### config.mk
export PLATFORM = sky130hd
export DESIGN_NAME = pkt_fifo_commit_flat
export DESIGN_NICKNAME = d
export VERILOG_FILES = /design/src/rtl/yas_pkg.sv /design/src/rtl/pkt_fifo_commit_if.sv /design/src/rtl/pkt_fifo_mem.sv /design/src/rtl/pkt_fifo_commit.sv /design/src/flat_wrapper.sv
export SDC_FILE = /design/constraint.sdc
export NUM_CORES = 1
export LEC_CHECK = 0
export BUFFER_PORTS_ARGS = -buffer_cell sky130_fd_sc_hd__buf_2
export CAP_MARGIN = 20
export CORE_MARGIN = 2
export CORE_UTILIZATION = 44
export CTS_BUF_LIST = sky130_fd_sc_hd__clkbuf_8 sky130_fd_sc_hd__clkbuf_16
export DETAILED_ROUTE_END_ITERATION = 8
export PLACE_DENSITY = 0.68
export SLEW_MARGIN = 0
export SYNTH_ARGS = -nofsm -noshare
export SYNTH_HDL_FRONTEND = slang
export SYNTH_SLANG_ARGS = --single-unit
### constraint.sdc
create_clock -name clk -period 4.54 [get_ports clk]
set_input_delay 0.227 -clock clk [delete_from_list [all_inputs] [get_ports clk]]
set_output_delay 0.227 -clock clk [all_outputs]
set_load 0.02 [all_outputs]
### src/rtl/yas_pkg.sv
// Shared constants and helpers for the packet FIFO slice.
//   STAT_WD / STAT_MAX : width and saturation value of the statistics counters
//   ptr_depth()        : number of words addressed by a pointer of a given width
//   ptr_full_wd()      : pointer width including the wrap bit
package yas_pkg;

    localparam int unsigned STAT_WD = 16;
    localparam logic [STAT_WD-1:0] STAT_MAX = '1;

    function automatic int unsigned ptr_depth(input int unsigned ptr_wd);
        return 32'd1 << ptr_wd;
    endfunction

    function automatic int unsigned ptr_full_wd(input int unsigned ptr_wd);
        return ptr_wd + 32'd1;
    endfunction

endpackage

### src/rtl/pkt_fifo_commit_if.sv
// Producer/consumer bundle of the packet FIFO.
//   master : drives wr_en/wr_data/commit/discard/rd_ready, observes status and read data
//   slave  : the FIFO itself
// With PKT_FIFO_STATS_EN defined the bundle also carries drop_cnt/commit_cnt.
interface pkt_fifo_commit_if
    import yas_pkg::*;
#(
    parameter int unsigned DATA_WD = 8,
    parameter int unsigned PTR_WD  = 6
);
    localparam int unsigned PW = ptr_full_wd(PTR_WD);

    logic               wr_en;
    logic [DATA_WD-1:0] wr_data;
    logic               commit;
    logic               discard;
    logic               wr_ready;
    logic               almost_full;
    logic               ovf_err;
    logic               rd_valid;
    logic               rd_ready;
    logic [DATA_WD-1:0] rd_data;
    logic [PW-1:0]      level;
    logic [PW-1:0]      free;
`ifdef PKT_FIFO_STATS_EN
    logic [STAT_WD-1:0] drop_cnt;
    logic [STAT_WD-1:0] commit_cnt;
`endif

    modport master (
`ifdef PKT_FIFO_STATS_EN
        input  drop_cnt,
        input  commit_cnt,
`endif
        output wr_en,
        output wr_data,
        output commit,
        output discard,
        output rd_ready,
        input  wr_ready,
        input  almost_full,
        input  ovf_err,
        input  rd_valid,
        input  rd_data,
        input  level,
        input  free
    );

    modport slave (
`ifdef PKT_FIFO_STATS_EN
        output drop_cnt,
        output commit_cnt,
`endif
        input  wr_en,
        input  wr_data,
        input  commit,
        input  discard,
        input  rd_ready,
        output wr_ready,
        output almost_full,
        output ovf_err,
        output rd_valid,
        output rd_data,
        output level,
        output free
    );

endinterface

### src/rtl/pkt_fifo_mem.sv
// Packet FIFO storage: one synchronous write port, one asynchronous read port,
// DATA_WD x 2^PTR_WD words, contents not reset.
//   clk     : write clock
//   i_we    : write enable
//   i_waddr : write address
//   i_wdata : write data
//   i_raddr : read address
//   o_rdata : read data (combinational)
module pkt_fifo_mem
    import yas_pkg::*;
#(
    parameter int unsigned DATA_WD = 8,
    parameter int unsigned PTR_WD  = 6
) (
    input  logic               clk,
    input  logic               i_we,
    input  logic [PTR_WD-1:0]  i_waddr,
    input  logic [DATA_WD-1:0] i_wdata,
    input  logic [PTR_WD-1:0]  i_raddr,
    output logic [DATA_WD-1:0] o_rdata
);
    localparam int unsigned DEPTH = ptr_depth(PTR_WD);

    logic [DATA_WD-1:0] r_mem [DEPTH];

    // Write port
    always_ff @(posedge clk) begin
        if (i_we) begin
            r_mem[i_waddr] <= i_wdata;
        end
    end

    // Fall-through read port
    assign o_rdata = r_mem[i_raddr];

endmodule

### src/rtl/pkt_fifo_commit.sv
// Packet FIFO with commit/discard. Words are written speculatively behind
// spec_ptr; commit publishes them to the reader by moving commit_ptr up,
// discard rolls spec_ptr back. Only words between rd_ptr and commit_ptr are
// readable. Read is fall-through (rd_data valid with rd_valid, no latency).
// Optional statistics counters are enabled with the macro PKT_FIFO_STATS_EN.
//   clk   : clock, rising edge
//   rst_n : asynchronous active-low reset
//   bus   : pkt_fifo_commit_if.slave
//           in : wr_en, wr_data, commit, discard, rd_ready
//           out: wr_ready, almost_full, ovf_err, rd_valid, rd_data, level, free
//                (+ drop_cnt, commit_cnt with PKT_FIFO_STATS_EN)
module pkt_fifo_commit
    import yas_pkg::*;
#(
    parameter int unsigned DATA_WD  = 8,
    parameter int unsigned PTR_WD   = 6,
    parameter int unsigned AFULL_TH = 48
) (
    input  logic              clk,
    input  logic              rst_n,
    pkt_fifo_commit_if.slave  bus
);
    localparam int unsigned PW    = ptr_full_wd(PTR_WD);
    localparam int unsigned DEPTH = ptr_depth(PTR_WD);
    localparam logic [PW-1:0] DEPTH_V = PW'(DEPTH);
    localparam logic [PW-1:0] AFULL_V = PW'(AFULL_TH);

    logic [PW-1:0]      r_rd_ptr;
    logic [PW-1:0]      r_commit_ptr;
    logic [PW-1:0]      r_spec_ptr;
    logic               r_ovf_err;

    logic [PW-1:0]      w_occ;
    logic               w_wr_ready;
    logic               w_push;
    logic               w_pop;
    logic               w_rd_valid;
    logic               w_commit_eff;
    logic               w_discard_eff;
    logic [PW-1:0]      w_spec_inc;
    logic [PW-1:0]      w_spec_nxt;
    logic [PW-1:0]      w_commit_nxt;
    logic [PW-1:0]      w_rd_nxt;
    logic [DATA_WD-1:0] w_rd_data;

    // Next-pointer logic; discard overrides both push and commit
    always_comb begin
        w_occ         = r_spec_ptr - r_rd_ptr;
        w_wr_ready    = (w_occ != DEPTH_V);
        w_push        = bus.wr_en && w_wr_ready && !bus.discard;
        w_spec_inc    = r_spec_ptr + PW'(w_push);
        // A push in the commit cycle belongs to the committed packet
        w_commit_eff  = bus.commit && !bus.discard && (w_spec_inc != r_commit_ptr);
        w_discard_eff = bus.discard && (r_spec_ptr != r_commit_ptr);
        w_spec_nxt    = bus.discard ? r_commit_ptr : w_spec_inc;
        w_commit_nxt  = w_commit_eff ? w_spec_inc : r_commit_ptr;
        w_rd_valid    = (r_commit_ptr != r_rd_ptr);
        w_pop         = w_rd_valid && bus.rd_ready;
        w_rd_nxt      = r_rd_ptr + PW'(w_pop);
    end

    // Pointer and error state
    always_ff @(posedge clk or negedge rst_n) begin
        if (!rst_n) begin
            r_rd_ptr     <= '0;
            r_commit_ptr <= '0;
            r_spec_ptr   <= '0;
            r_ovf_err    <= 1'b0;
        end else begin
            r_rd_ptr     <= w_rd_nxt;
            r_commit_ptr <= w_commit_nxt;
            r_spec_ptr   <= w_spec_nxt;
            r_ovf_err    <= bus.wr_en && !w_wr_ready;
        end
    end

    pkt_fifo_mem #(
        .DATA_WD (DATA_WD),
        .PTR_WD  (PTR_WD)
    ) u_mem (
        .clk     (clk),
        .i_we    (w_push),
        .i_waddr (r_spec_ptr[PTR_WD-1:0]),
        .i_wdata (bus.wr_data),
        .i_raddr (r_rd_ptr[PTR_WD-1:0]),
        .o_rdata (w_rd_data)
    );

    // Status derived from registered pointers
    assign bus.wr_ready    = w_wr_ready;
    assign bus.rd_valid    = w_rd_valid;
    assign bus.rd_data     = w_rd_data;
    assign bus.level       = r_commit_ptr - r_rd_ptr;
    assign bus.free        = DEPTH_V - w_occ;
    assign bus.almost_full = (w_occ >= AFULL_V);
    assign bus.ovf_err     = r_ovf_err;

`ifdef PKT_FIFO_STATS_EN
    logic [STAT_WD-1:0] r_drop_cnt;
    logic [STAT_WD-1:0] r_commit_cnt;

    // Saturating packet statistics
    always_ff @(posedge clk or negedge rst_n) begin
        if (!rst_n) begin
            r_drop_cnt   <= '0;
            r_commit_cnt <= '0;
        end else begin
            if (w_discard_eff && (r_drop_cnt != STAT_MAX)) begin
                r_drop_cnt <= r_drop_cnt + STAT_WD'(1);
            end
            if (w_commit_eff && (r_commit_cnt != STAT_MAX)) begin
                r_commit_cnt <= r_commit_cnt + STAT_WD'(1);
            end
        end
    end

    assign bus.drop_cnt   = r_drop_cnt;
    assign bus.commit_cnt = r_commit_cnt;
`else
    logic w_unused_stats;
    assign w_unused_stats = w_discard_eff;
`endif

endmodule

### src/flat_wrapper.sv
// flat-port wrapper written by rule: the top's interface ports become plain ports
module pkt_fifo_commit_flat import yas_pkg::*;
#(
    parameter int unsigned DATA_WD  = 8,
    parameter int unsigned PTR_WD   = 6,
    parameter int unsigned AFULL_TH = 48
)
  (clk, rst_n, bus_wr_en, bus_wr_data, bus_commit, bus_discard, bus_rd_ready, bus_wr_ready, bus_almost_full, bus_ovf_err, bus_rd_valid, bus_rd_data, bus_level, bus_free);
  pkt_fifo_commit_if #(.DATA_WD(DATA_WD), .PTR_WD(PTR_WD)) bus_i ();
  input  logic clk;
  input  logic rst_n;
  input wire logic [$bits(bus_i.wr_en)-1:0] bus_wr_en;
  input wire logic [$bits(bus_i.wr_data)-1:0] bus_wr_data;
  input wire logic [$bits(bus_i.commit)-1:0] bus_commit;
  input wire logic [$bits(bus_i.discard)-1:0] bus_discard;
  input wire logic [$bits(bus_i.rd_ready)-1:0] bus_rd_ready;
  output wire logic [$bits(bus_i.wr_ready)-1:0] bus_wr_ready;
  output wire logic [$bits(bus_i.almost_full)-1:0] bus_almost_full;
  output wire logic [$bits(bus_i.ovf_err)-1:0] bus_ovf_err;
  output wire logic [$bits(bus_i.rd_valid)-1:0] bus_rd_valid;
  output wire logic [$bits(bus_i.rd_data)-1:0] bus_rd_data;
  output wire logic [$bits(bus_i.level)-1:0] bus_level;
  output wire logic [$bits(bus_i.free)-1:0] bus_free;
  assign bus_i.wr_en = bus_wr_en;
  assign bus_i.wr_data = bus_wr_data;
  assign bus_i.commit = bus_commit;
  assign bus_i.discard = bus_discard;
  assign bus_i.rd_ready = bus_rd_ready;
  assign bus_wr_ready = bus_i.wr_ready;
  assign bus_almost_full = bus_i.almost_full;
  assign bus_ovf_err = bus_i.ovf_err;
  assign bus_rd_valid = bus_i.rd_valid;
  assign bus_rd_data = bus_i.rd_data;
  assign bus_level = bus_i.level;
  assign bus_free = bus_i.free;
  pkt_fifo_commit #(.DATA_WD(DATA_WD), .PTR_WD(PTR_WD), .AFULL_TH(AFULL_TH)) u_core (.clk(clk), .rst_n(rst_n), .bus(bus_i));
endmodule
======== Yosys cells after proc, flatten, opt, wreduce, memory -nomap -nowiden ========
Memories as Yosys holds them, arrays and structs flattened.
Cells that the tools add are included.
cells by class
  add/subtract/negate cells ............... 5
  order comparisons ....................... 1
  equal/unequal tests ..................... 3
  muxes and demuxes ....................... 3
  reduce and logical (&&, ||, !) cells .... 8
operators by type and width
  cell                   number
  $add A7 B1 Y7          2
  $ne A7 B7 Y1           2
  $sub A7 B7 Y7          2
  $ge A7 B6 Y1 const B   1
  $mux W7                1
  $ne A7 B7 Y1 const B   1
  $sub A7 B7 Y7 const A  1
  $logic_and A1 B1 Y1    6
  $logic_not A1 Y1       2
  $mux W1                2
storage, ports and cells
  register bits after elaboration ......... 22
  memory bits (writable) .................. 512
  input port bits ......................... 14
  output and inout bits ................... 26
  logic and storage cells ................. 25
  memories ................................ 1
memory list
  name                depth  bits a word  read ports  clocked after memory_dff  wr ports  RTL line            text
  u_core.u_mem.r_mem  64     8            1           0                         1         pkt_fifo_mem.sv:24  logic [DATA_WD-1:0] r_mem [DEPTH];

======== Depth between registers and ports, before layout ========
Gate-level depths: netlist of the first run.
  depth after elaboration ................. 7
  mapped depth ............................ 21
  mapped depth without buffers ............ 18

======== By module ========
A second synthesis of the first run with hierarchy kept.
unflattened totals
  cells, all modules ...................... 1117
  area total of the unflattened synthesis .. 21858.5 um^2
by module, submodules not included
  module           instances  cells each  area an instance (um^2)  sequential area each (um^2)
  pkt_fifo_mem     1          932         20006.7                  15374.7
  pkt_fifo_commit  1          185         1851.8                   550.5

======== Worst setup path after synthesis of the first run ========
OpenSTA, ideal clock, no wires.
  path type ............................... flip-flop to flip-flop
  start point ............................. register u_core.r_rd_ptr[1]
  end point ............................... register u_core.r_commit_ptr[0]
  setup time .............................. 0.125 ns
  arrival time ............................ 4.852 ns
  data required time ...................... 4.415 ns
  setup slack ............................. -0.437 ns
  stages on the path, launching flop included .. 22
  buffers on the path ..................... 5
  period minus slack after synthesis ...... 4.977 ns
  path through ............................ dfrtp_1 -> buf_2 -> buf_1 -> buf_2 -> inv_1 -> fa_1 -> a21o_1 -> a21o_1 -> a2111o_1 -> o211ai_2 -> nor4b_4 -> buf_4 -> buf_2 -> nor2_1 -> ha_1 -> ha_1 -> nand3_1 -> xnor2_1 -> and2_1 -> o2111a_1 -> a41oi_1 -> mux2_2
on the way
  longest elaborated chain between the ends .. 7
RTL lines
  item                                   RTL line               text
  start: declaration                     pkt_fifo_commit.sv:28  logic [PW-1:0] r_rd_ptr;
  start signal: assignment               pkt_fifo_commit.sv:70  r_rd_ptr <= w_rd_nxt;
  $sub A7 B7 Y7 (*)                      pkt_fifo_commit.sv:48  w_occ = r_spec_ptr - r_rd_ptr;
  $ne A7 B7 Y1 (*)                       pkt_fifo_commit.sv:49  w_wr_ready = (w_occ != DEPTH_V);
  $logic_and A1 B1 Y1 (*) (2 in series)  pkt_fifo_commit.sv:50  w_push = bus.wr_en && w_wr_ready && !bus.discard;
  $add A7 B1 Y7 (*)                      pkt_fifo_commit.sv:51  w_spec_inc = r_spec_ptr + PW'(w_push);
  $ne A7 B7 Y1                           pkt_fifo_commit.sv:53  w_commit_eff = bus.commit && !bus.discard && (w_spec_inc != r_commit_ptr);
  $logic_and A1 B1 Y1                    pkt_fifo_commit.sv:53
  end signal: assignment                 pkt_fifo_commit.sv:71  r_commit_ptr <= w_commit_nxt;
  end: declaration                       pkt_fifo_commit.sv:29  logic [PW-1:0] r_commit_ptr;
Mark *: on every way between the ends. The rest lies on a longest branch, timed or not.
A chain may end at the register's enable or synchronous reset.

======== Final worst setup path of the first run ========
  start point ............................. register u_core.r_rd_ptr[0]
  end point ............................... output bus_rd_data[0]
on the way
  longest elaborated chain between the ends .. 1
RTL lines
  item              RTL line            text
  $mem_v2 Z64 W8    n/a
  end: declaration  flat_wrapper.sv:21  output wire logic [$bits(bus_i.rd_data)-1:0] bus_rd_data;
Every way passes these cells.

==> flow_summary_export.csv, run 1 <==
group,metric,value,unit
timing,hold_slack,62.2,ps
route,firstDrtPassIters,5,
synth,ys_ff_latch,534,
placement,port_buffers,39,
synth,syn-num-nets,1081,
setup_path,crit_path_start_kind,"register",
route,wl,47500,um
route,ant_nets,0,
clock_tree,clock-root-buffer,"clkbuf_16",
timing,slew_headroom,20.6,%
timing,tightestPinTransition,1190,ps
finish,utilization,51.3,%
power,sequentialPowerShare,36.9,%
clock_tree,clkTransAtPathRegs,60,ps
finish,regArea,15900,um2
synth,yosys_warnings,0,
finish,design_area,25100,um2
clock_tree,cts.sink_count,534,
power,power_frac_comb,35.4,%
synth,netlist_area,21700,um2
power,finalPower,15.2,mW
placement,place_congestion,0.755,
route,drc,0,
clock_tree,clkLatencyLatePin,590,ps
setup_path,path_max_fanout,137,
die,ios,40,
timing,skew,23.4,ps
grt,grt_pass1_vias,10900,
flow_run,cap_violations,0,
timing,layout_min_cycle_time,4260,ps
power,p_leak,8.13,nW
grt,grt_util_met1,25.5,%
finish,multi_input_area,5640,um2
setup_path,cp_common_cell,"mux4_2",
finish,instances_no_fill,1863,
route,drt_iter0_markers,1129,
clock_tree,numCtsBuffers,53,
synth,synth_ff_type,"edfxtp_1",
worst_hold_path,hold_path.class,"in2reg",
clock_tree,cts_tree,"done",
finish,drive_above_1_share,33.1,%
finish,n_antenna_cell,0,
synth,synth_top_area_cell,"edfxtp_1",
grt,gr-total-overflow,0,
finish,area_growth,15.4,%
placement,dp_hpwl,28000,um
timing,rsz0062_at_grt,"false",
placement,dp_slack,249,ps
route,vias_per_cell,5.75,
grt,grt_pass1_wl,71200,um
placement,place_area,23200,um2
die,fp.coreArea,48800,um2
die,die_height,226,um
setup_path,worstSetupStartpoint,"u_core.r_rd_ptr[0]$_DFF_PN0_",
die,rows,81,
power,max-vdd-ir-drop,0.652,mV
synth,synth_edf_count,512,
synth,synth-async-reset-ratio,4.12,%
setup_path,critical_path_class,"reg2out",
synth,synth.avg_cell_area,20.7,um2
setup_path,worstPathRequired,4310,ps
setup_path,crit_path_max_incr_delay,730,ps
setup_path,cp_top_family,"multiplexers",
grt,use_met2,31.5,%
timing,final.setup.tns,0,ps
synth,postSynthCellCount,1048,
timing,drv_slew,0,
setup_path,r2r-start,"u_core.r_spec_ptr[0]$_DFF_PN0_",
setup_path,path_buf_inv,2,
timing,fin_ws,283,ps
synth,ys_seq_area_share,73.3,%
outcome,outcome,"finished clean",
clock_tree,clk_path_buf_depth,3,
die,die_w,226,um
grt,grt_max_degree,138,
power,p_sw_share,32.8,%
grt,busiest_layer,"met2",
power,power_density,608,nW/um2
timing,fmaxAchievable,235,MHz
die,die_area,51100,um2
die,initial_utilization,44.5,%
synth,synth_top_cell_area_share,70.8,%
grt,antenna_found_initial,0,
power,clkPwrFrac,27.7,%
worst_hold_path,min_from,"bus_rd_ready",
finish,fillers,3867,
placement,placed_cells,1752,
route,avgRoutedWirePerCell,25.5,um
setup_path,cp_data_arrival_time,4030,ps
timing,setup_viol,0,
timing,period_share,93.8,%
power,p_int,10.2,mW
grt,track_usage,19.2,%
power,p_sw,4.99,mW
synth,ys_top_cells_by_area,"edfxtp_1 (71%), mux4_2 (15%), dfrtp_1 (2.5%), ha_1 (0.98%), nor4_1 (0.92%)",
setup_path,cpMaxStageDelayCell,"buf_12",
grt,met3_usage,4.02,%
finish,layout.nets,1192,
setup_path,cp-end-kind,"output pin",
timing,hold_viol_final,0,
setup_path,path_cells,"buf_12 > mux4_2 > mux4_2 > a22oi_1 > nand2_1 > buf_2",
route,num_vias,10700,
synth,synth.distinct_cells,46,
clock_tree,h-tree-depth,2,
==> logic make-up after synthesis <==
| group | share of synthesized area, % |
|---|---|
| AOI/OAI and AO/OA | 1.94 |
| adders and majority gates | 1.16 |
| xor gates and xnor gates | 1.21 |
| DFF | 73.3 |
| muxes | 16.6 |
| buffers and inverters | 1.79 |
| and+or+nand+nor | 3.96 |
==> state kept, by name (all words and copies together), names as in the netlist <==
| signal | cells |
|---|---|
| u_core.u_mem.r_mem | 512 |
| u_core.r_commit_ptr | 7 |
| u_core.r_rd_ptr | 7 |
| u_core.r_spec_ptr | 7 |
| u_core.bus.ovf_err | 1 |
==> cell type report <==
class	count	area share, %
Timing Repair Buffer	121	3.67
Clock inverter	39	1.21
Clock buffer	56	5.46
Tap cell	664	3.31
Multi-Input combinational cell	429	22.5
Sequential cell	534	63.6
Inverter	20	0.299
==> final timing paths <==
check                                                     endpoint  slack, ps  cells past startpoint
worst max-delay path                                bus_rd_data[0]        280                      6
worst min-delay path                  u_core.r_rd_ptr[0]$_DFF_PN0_         60                      3
worst max register to register  u_core.r_commit_ptr[1]$_DFFE_PN0P_        290                     18
worst min register to register  u_core.r_commit_ptr[3]$_DFFE_PN0P_        530                      2
max in group asynchronous             u_core.r_rd_ptr[0]$_DFF_PN0_       3960                      2
min in group asynchronous             u_core.bus.ovf_err$_DFF_PN0_        150                      2
==> synthesized netlist by cell type, types with 7 or more instances <==
cell	number
buf_1	9
nor4b_1	16
mux2_2	12
nand3_1	16
buf_4	7
nor2_1	17
nor4_1	32
clkbuf_1	30
nor3_1	20
a22oi_1	19
nand2_1	18
xor2_1	14
edfxtp_1	512
a221oi_1	7
mux2i_1	16
mux4_2	147
ha_1	17
dfrtp_1	22
buf_2	16
inv_1	19
xnor2_1	16
o21ai_0	7
==> layout by cell type (no fill, tap or decap), types with 4 or more instances in the layout <==
cell type / instances
o21ai_0: 7
nand2_1: 18
xnor2_1: 16
nor3_1: 20
xor2_1: 14
clkinv_1: 9
nor2_1: 17
a21o_1: 6
nor4_1: 12
buf_12: 8
a22oi_1: 19
nand3_1: 16
nor4b_2: 16
mux4_2: 147
nor4_2: 20
buf_4: 69
dlygate4sd3_1: 4
a221oi_1: 7
mux2_2: 12
inv_1: 32
clkbuf_16: 53
nor2b_1: 4
ha_1: 17
or3_1: 4
a21oi_1: 4
edfxtp_1: 512
buf_2: 39
mux2i_1: 16
clkinv_2: 8
bufinv_16: 5
nand2b_1: 5
nand4_1: 6
or2_2: 4
dfrtp_1: 19
==> layer usage <==
layer / wire length (um) / vias to the layer above
li1: - / 4619
met1: 19100 / 5652
met2: 23700 / 353
met3: 3160 / 92
met4: 1620 / 0
met5: 0 / -
==> worst register-to-register path, stage by stage, from the launching register on <==
cell and delay [ps]:
dfrtp_1 380, inv_1 160, ha_1 190, inv_1 50, fa_1 400, a21o_1 170
a21o_1 200, a2111o_1 430, o211ai_2 110, nor4b_4 300, nor2_1 90, ha_1 210
ha_1 220, nand3_1 100, xnor2_1 110, and2_1 180, o2111a_1 250, a41oi_2 210
mux2_2 360
==> power groups by stage <==
stage	combinational (mW)	clock (mW)	sequential, mW
finish	5.40	4.21	5.62
global route	5.75	4.46	5.63
CTS	5.44	4.29	5.62
detailed placement	5.43	0	5.72
global placement	5.39	0	5.72
floorplan	3.80	0	5.69
==> what timing repair did <==
action                                  CTS  global route
hold buffers                              3             1
endpoints found under the setup margin    4             3
buffers inserted                          0             1
pin swaps                                 0             0
hold endpoints to repair                 24             8
gates cloned                              0             0
resized for setup                         0             0
Note: power is estimated with default switching activity, not from simulation.
==> inputs of run 2 (changes only) <==
--- a/config.mk
+++ b/config.mk
@@ -8,10 +8,10 @@
 export BUFFER_PORTS_ARGS = -buffer_cell sky130_fd_sc_hd__buf_2
 export CAP_MARGIN = 20
 export CORE_MARGIN = 2
-export CORE_UTILIZATION = 44
+export CORE_UTILIZATION = 56
 export CTS_BUF_LIST = sky130_fd_sc_hd__clkbuf_8 sky130_fd_sc_hd__clkbuf_16
 export DETAILED_ROUTE_END_ITERATION = 8
-export PLACE_DENSITY = 0.68
+export PLACE_DENSITY = 0.81
 export SLEW_MARGIN = 0
 export SYNTH_ARGS = -nofsm -noshare
 export SYNTH_HDL_FRONTEND = slang
==> run 2 against run 1 <==
Against the previous run: routed wire length grew 3.8%; first-iteration DRC count grew 21%; sequential power is essentially flat; clock skew shrank 2.5 ps; global-route usage grew 5.6 points; critical path depth grew 12; combinational power grew 2%; final cell count shrank 8.1%; via count grew 4.5%; flip-flop and latch count is the same; clock power shrank 4%; utilization grew 13 points; critical path type is now reg2reg; largest cell class unchanged.
==> flow_summary_export.csv, run 2 (synthesis gave the netlist of run 1 again) <==
group,metric,value,unit
worst_hold_path,hold_path.class,"in2reg",
die,die_height,201,um
clock_tree,clock-root-buffer,"clkbuf_16",
timing,hold_viol_final,0,
clock_tree,numCtsBuffers,52,
setup_path,crit_path_max_incr_delay,440,ps
timing,slew_headroom,21.2,%
route,ant_nets,0,
die,initial_utilization,56.5,%
route,firstDrtPassIters,6,
setup_path,critical_path_class,"reg2reg",
route,num_vias,11200,
timing,final.setup.tns,0,ps
setup_path,cpMaxStageDelayCell,"a2111o_1",
setup_path,crit_path_start_kind,"register",
flow_run,cap_violations,0,
placement,place_congestion,0.789,
placement,dp_slack,229,ps
timing,rsz0062_at_grt,"false",
grt,track_usage,24.8,%
placement,port_buffers,39,
placement,dp_hpwl,28100,um
clock_tree,h-tree-depth,2,
route,wl,49300,um
finish,layout.nets,1192,
placement,place_area,22900,um2
setup_path,cp_data_arrival_time,4770,ps
finish,top_register,"u_core.u_mem.r_mem",
clock_tree,cts.sink_count,534,
clock_tree,cts_tree,"done",
power,p_leak,8.08,nW
route,drc,0,
setup_path,path_buf_inv,2,
finish,most-common-layout-cells,"edfxtp_1 (512), mux4_2 (147), buf_4 (69)",
timing,setup_viol,0,
timing,fin_ws,214,ps
grt,antenna_found_initial,0,
power,power_density,614,nW/um2
route,drt_iter0_markers,1365,
finish,largest_reg_flops,512,
die,die_area,40400,um2
timing,drv_slew,0,
grt,grt_max_degree,128,
setup_path,cp_common_cell,"ha_1",
die,fp.coreArea,38500,um2
timing,fmaxAchievable,231,MHz
setup_path,worstPathRequired,4980,ps
clock_tree,clkTransAtPathRegs,70,ps
setup_path,cp-end-kind,"register",
clock_tree,clkLatencyLatePin,560,ps
finish,n_antenna_cell,0,
timing,skew,20.9,ps
timing,period_share,95.3,%
setup_path,path_cells,"inv_1 > ha_1 > inv_1 > fa_1 > a21o_1 > a21o_1 > a2111o_1 > o211ai_2 > nor4b_4 > nor2_1 > ha_1 > ha_1 > nand3_1 > xnor2_1 > and2_1 > o2111a_1 > a41oi_2 > mux2_2",
timing,tightestPinTransition,1170,ps
finish,area_growth,13.8,%
timing,layout_min_cycle_time,4330,ps
outcome,outcome,"finished clean",
clock_tree,clk_path_buf_depth,3,
setup_path,cp_top_family,"compound AO/OA/AOI/OAI gates",
die,ios,40,
die,rows,72,
die,die_w,201,um
finish,fillers,2453,
finish,utilization,64.3,%
finish,drive_above_1_share,31.8,%
route,vias_per_cell,6.54,
grt,grt_pass1_vias,11400,
route,avgRoutedWirePerCell,28.8,um
finish,design_area,24700,um2
setup_path,path_max_fanout,7,
power,max-vdd-ir-drop,0.513,mV
grt,gr-total-overflow,0,
finish,layout_commonest_cell,"edfxtp_1",
grt,grt_pass1_wl,73900,um
run 2: area by class of cell:
type                            instances  area (um2)  area share [%]
Clock buffer                           53        1330            5.37
Clock inverter                         36         264            1.07
Inverter                               20        75.1           0.304
Multi-Input combinational cell        429        5550            22.5
Sequential cell                       534       15900            64.5
Tap cell                              518         648            2.62
Timing Repair Buffer                  122         918            3.72
run 2: through the flow:
step / power [mW] / cells / hold slack (ps)
floorplan: 9.49 / 1048 / -68.6
global placement: 11.1 / 1603 / 216
detailed placement: 11.2 / 1607 / 235
CTS: 15.2 / 1698 / 5.64
global route: 15.7 / 1712 / 11.3
finish: 15.2 / 1712 / 26.0
run 2: power breakdown:
part / leakage [nW] / internal (mW) / switching, mW
logic: 2.39 / 2.28 / 3.22
clock network: 0.812 / 2.32 / 1.73
registers: 4.88 / 5.53 / 0.107
total: 8.08 / 10.1 / 5.06
run 2: path summary, 6_finish.rpt:
path                                                     from                            endpoint  slack (ps)  cells after the start
setup / recovery               u_core.r_spec_ptr[0]$_DFF_PN0_  u_core.r_commit_ptr[2]$_DFFE_PN0P_         210                     18
hold / removal                                    bus_discard      u_core.r_spec_ptr[3]$_DFF_PN0_          30                      2
setup reg to reg               u_core.r_spec_ptr[0]$_DFF_PN0_  u_core.r_commit_ptr[2]$_DFFE_PN0P_         210                     18
max in group asynchronous                               rst_n        u_core.r_rd_ptr[1]$_DFF_PN0_        3940                      2
hold reg to reg            u_core.r_commit_ptr[3]$_DFFE_PN0P_  u_core.r_commit_ptr[3]$_DFFE_PN0P_         550                      2
min in group asynchronous                               rst_n  u_core.r_commit_ptr[1]$_DFFE_PN0P_         180                      2
run 2: routing by layer:
metal / track usage (%) / routed length, um / vias to the layer above
li1: - / - / 4614
met1: 33.4 / 18300 / 5799
met3: 4.45 / 4250 / 122
met2: 41.3 / 25000 / 659
met5: 0 / 0 / -
met4: 8.65 / 1760 / 0
run 2: worst register-to-register path, stage by stage, from the launching register on:
cell and delay (ps):
dfrtp_1 380, inv_1 170, ha_1 210, inv_1 60, fa_1 390, a21o_1 180, a21o_1 220, a2111o_1 440
o211ai_2 110, nor4b_4 280, nor2_1 90, ha_1 200, ha_1 230, nand3_1 110, xnor2_1 120, and2_1 190
o2111a_1 250, a41oi_2 210, mux2_2 370
run 2: timing repair:
item	4_1_cts	5_1_grt
endpoints found under the setup margin	0	5
hold buffers	2	0
buffers inserted	0	1
gates resized for setup	0	1
hold endpoints to repair	23	0
==> inputs of run 3 (changes only) <==
--- a/config.mk
+++ b/config.mk
@@ -11,6 +11,7 @@
 export CORE_UTILIZATION = 56
 export CTS_BUF_LIST = sky130_fd_sc_hd__clkbuf_8 sky130_fd_sc_hd__clkbuf_16
 export DETAILED_ROUTE_END_ITERATION = 8
+export MAX_ROUTING_LAYER = met4
 export PLACE_DENSITY = 0.81
 export SLEW_MARGIN = 0
 export SYNTH_ARGS = -nofsm -noshare
==> run 3 against run 2 <==
Against the previous run: flip-flop and latch count is the same; clock power barely moved; non-clock buffer count shrank 1; worst setup slack got worse by 8.7 ps; power about the same; routed wire length shrank 0.25%; first-iteration DRC count up 6.1%; critical path depth down 11; worst hold slack got worse by 0.52 ps; global-route usage rose by 0.71 points; largest power group unchanged.
==> flow_summary_export.csv, run 3 (synthesis gave the netlist of run 1 again) <==
group,metric,value,unit
outcome,outcome,"finished clean",
route,num_vias,11200,
clock_tree,cts.sink_count,534,
route,drt_iter0_markers,1448,
route,drc,0,
grt,use_met2,41.5,%
power,p_leak,8.08,nW
grt,track_usage,25.5,%
timing,period_share,95.5,%
clock_tree,cts_tree,"done",
placement,port_buffers,39,
route,avgRoutedWirePerCell,28.8,um
timing,layout_min_cycle_time,4330,ps
flow_run,cap_violations,0,
grt,grt_pass1_wl,73800,um
finish,most-common-layout-cells,"edfxtp_1 (512), mux4_2 (147), buf_4 (72)",
setup_path,crit_path_start_kind,"register",
finish,area_growth,13.8,%
setup_path,critical_path_class,"reg2out",
finish,layout_commonest_cell,"edfxtp_1",
timing,hold_slack,25.5,ps
grt,met3_usage,4.38,%
die,ios,40,
finish,multi_input_area,5550,um2
grt,gr-total-overflow,0,
grt,grt_pass1_vias,11400,
die,fp.coreArea,38500,um2
grt,grt_max_degree,128,
placement,place_area,22900,um2
grt,busiest_layer,"met2",
die,die_w,201,um
finish,n_antenna_cell,0,
finish,regArea,15900,um2
finish,layout.nets,1191,
timing,fmaxAchievable,231,MHz
clock_tree,clkLatencyLatePin,570,ps
clock_tree,numCtsBuffers,52,
die,initial_utilization,56.5,%
route,wl,49200,um
die,die_height,201,um
finish,largest_reg_flops,512,
setup_path,worstPathRequired,4310,ps
power,finalPower,15.2,mW
finish,top_register,"u_core.u_mem.r_mem",
timing,tightestPinTransition,1090,ps
route,vias_per_cell,6.57,
timing,final.setup.tns,0,ps
grt,grt_util_met1,33.1,%
setup_path,cp_data_arrival_time,4110,ps
timing,fin_ws,205,ps
die,rows,72,
finish,fillers,2456,
setup_path,cp-end-kind,"output pin",
route,ant_nets,0,
die,die_area,40400,um2
worst_hold_path,hold_path.class,"in2reg",
timing,hold_viol_final,0,
timing,slew_headroom,26.9,%
finish,design_area,24700,um2
clock_tree,clkTransAtPathRegs,60,ps
timing,setup_viol,0,
placement,dp_hpwl,28100,um
placement,place_congestion,0.800,
timing,drv_slew,0,
finish,utilization,64.2,%
placement,placed_cells,1607,
clock_tree,clk_path_buf_depth,3,
timing,rsz0062_at_grt,"false",
grt,antenna_found_initial,0,
power,max-vdd-ir-drop,0.516,mV
timing,skew,26.4,ps
route,firstDrtPassIters,5,
power,power_density,614,nW/um2
clock_tree,clock-root-buffer,"clkbuf_16",
finish,instances_no_fill,1711,
finish,drive_above_1_share,31.8,%
placement,dp_slack,229,ps
clock_tree,h-tree-depth,2,
setup_path,path_max_fanout,123,
run 3: changes by cell type in the layout (fill, tap and decap cells not counted):
cell | previous run | this run
clkbuf_4 | 5 | 0
buf_4 | 69 | 72
buf_2 | 39 | 40
run 3: critical path, stage by stage, from the launching register on:
cell     delay, ps
dfrtp_4        400
buf_4          320
buf_16         670
mux4_2         640
mux4_2         530
a22oi_1        380
nand2_1        250
buf_2          220
run 3: power by group:
part           total [mW]  switching, mW  internal, mW
clock network        4.06           1.74          2.32
logic                5.49           3.21          2.28
registers            5.63          0.107          5.53
run 3: worst paths after layout:
path / from / to / slack [ps] / depth (start not counted)
max reg2reg: u_core.r_spec_ptr[0]$_DFF_PN0_ / u_core.r_commit_ptr[2]$_DFFE_PN0P_ / 220 / 18
max: u_core.r_rd_ptr[0]$_DFF_PN0_ / bus_rd_data[2] / 210 / 7
max in group asynchronous: rst_n / u_core.r_rd_ptr[1]$_DFF_PN0_ / 3950 / 2
min: bus_discard / u_core.r_spec_ptr[3]$_DFF_PN0_ / 30 / 2
min reg2reg: u_core.r_commit_ptr[3]$_DFFE_PN0P_ / u_core.r_commit_ptr[3]$_DFFE_PN0P_ / 550 / 2
min in group asynchronous: rst_n / u_core.r_commit_ptr[1]$_DFFE_PN0P_ / 170 / 2
run 3: layer usage:
layer / part of all wire (%) / wire length [um] / vias up
li1: - / - / 4624
met1: 37 / 18100 / 5823
met2: 51 / 25000 / 665
met3: 8.7 / 4300 / 137
met4: 3.7 / 1810 / 0
met5: 0 / 0 / -
run 3: area by class of cell:
type,count,share of cell area [%]
tap,518,2.62
timing repair buffer,121,3.68
clock buffer,53,5.37
clock inverter,36,1.07
multi-input combinational,429,22.5
inverter,20,0.304
sequential,534,64.5
run 3: timing repair:
action	4_1_cts	5_1_grt
hold endpoints to repair	23	0
resized for setup	0	1
endpoints found under the setup margin	0	5
hold buffers	2	0
buffers inserted	0	1
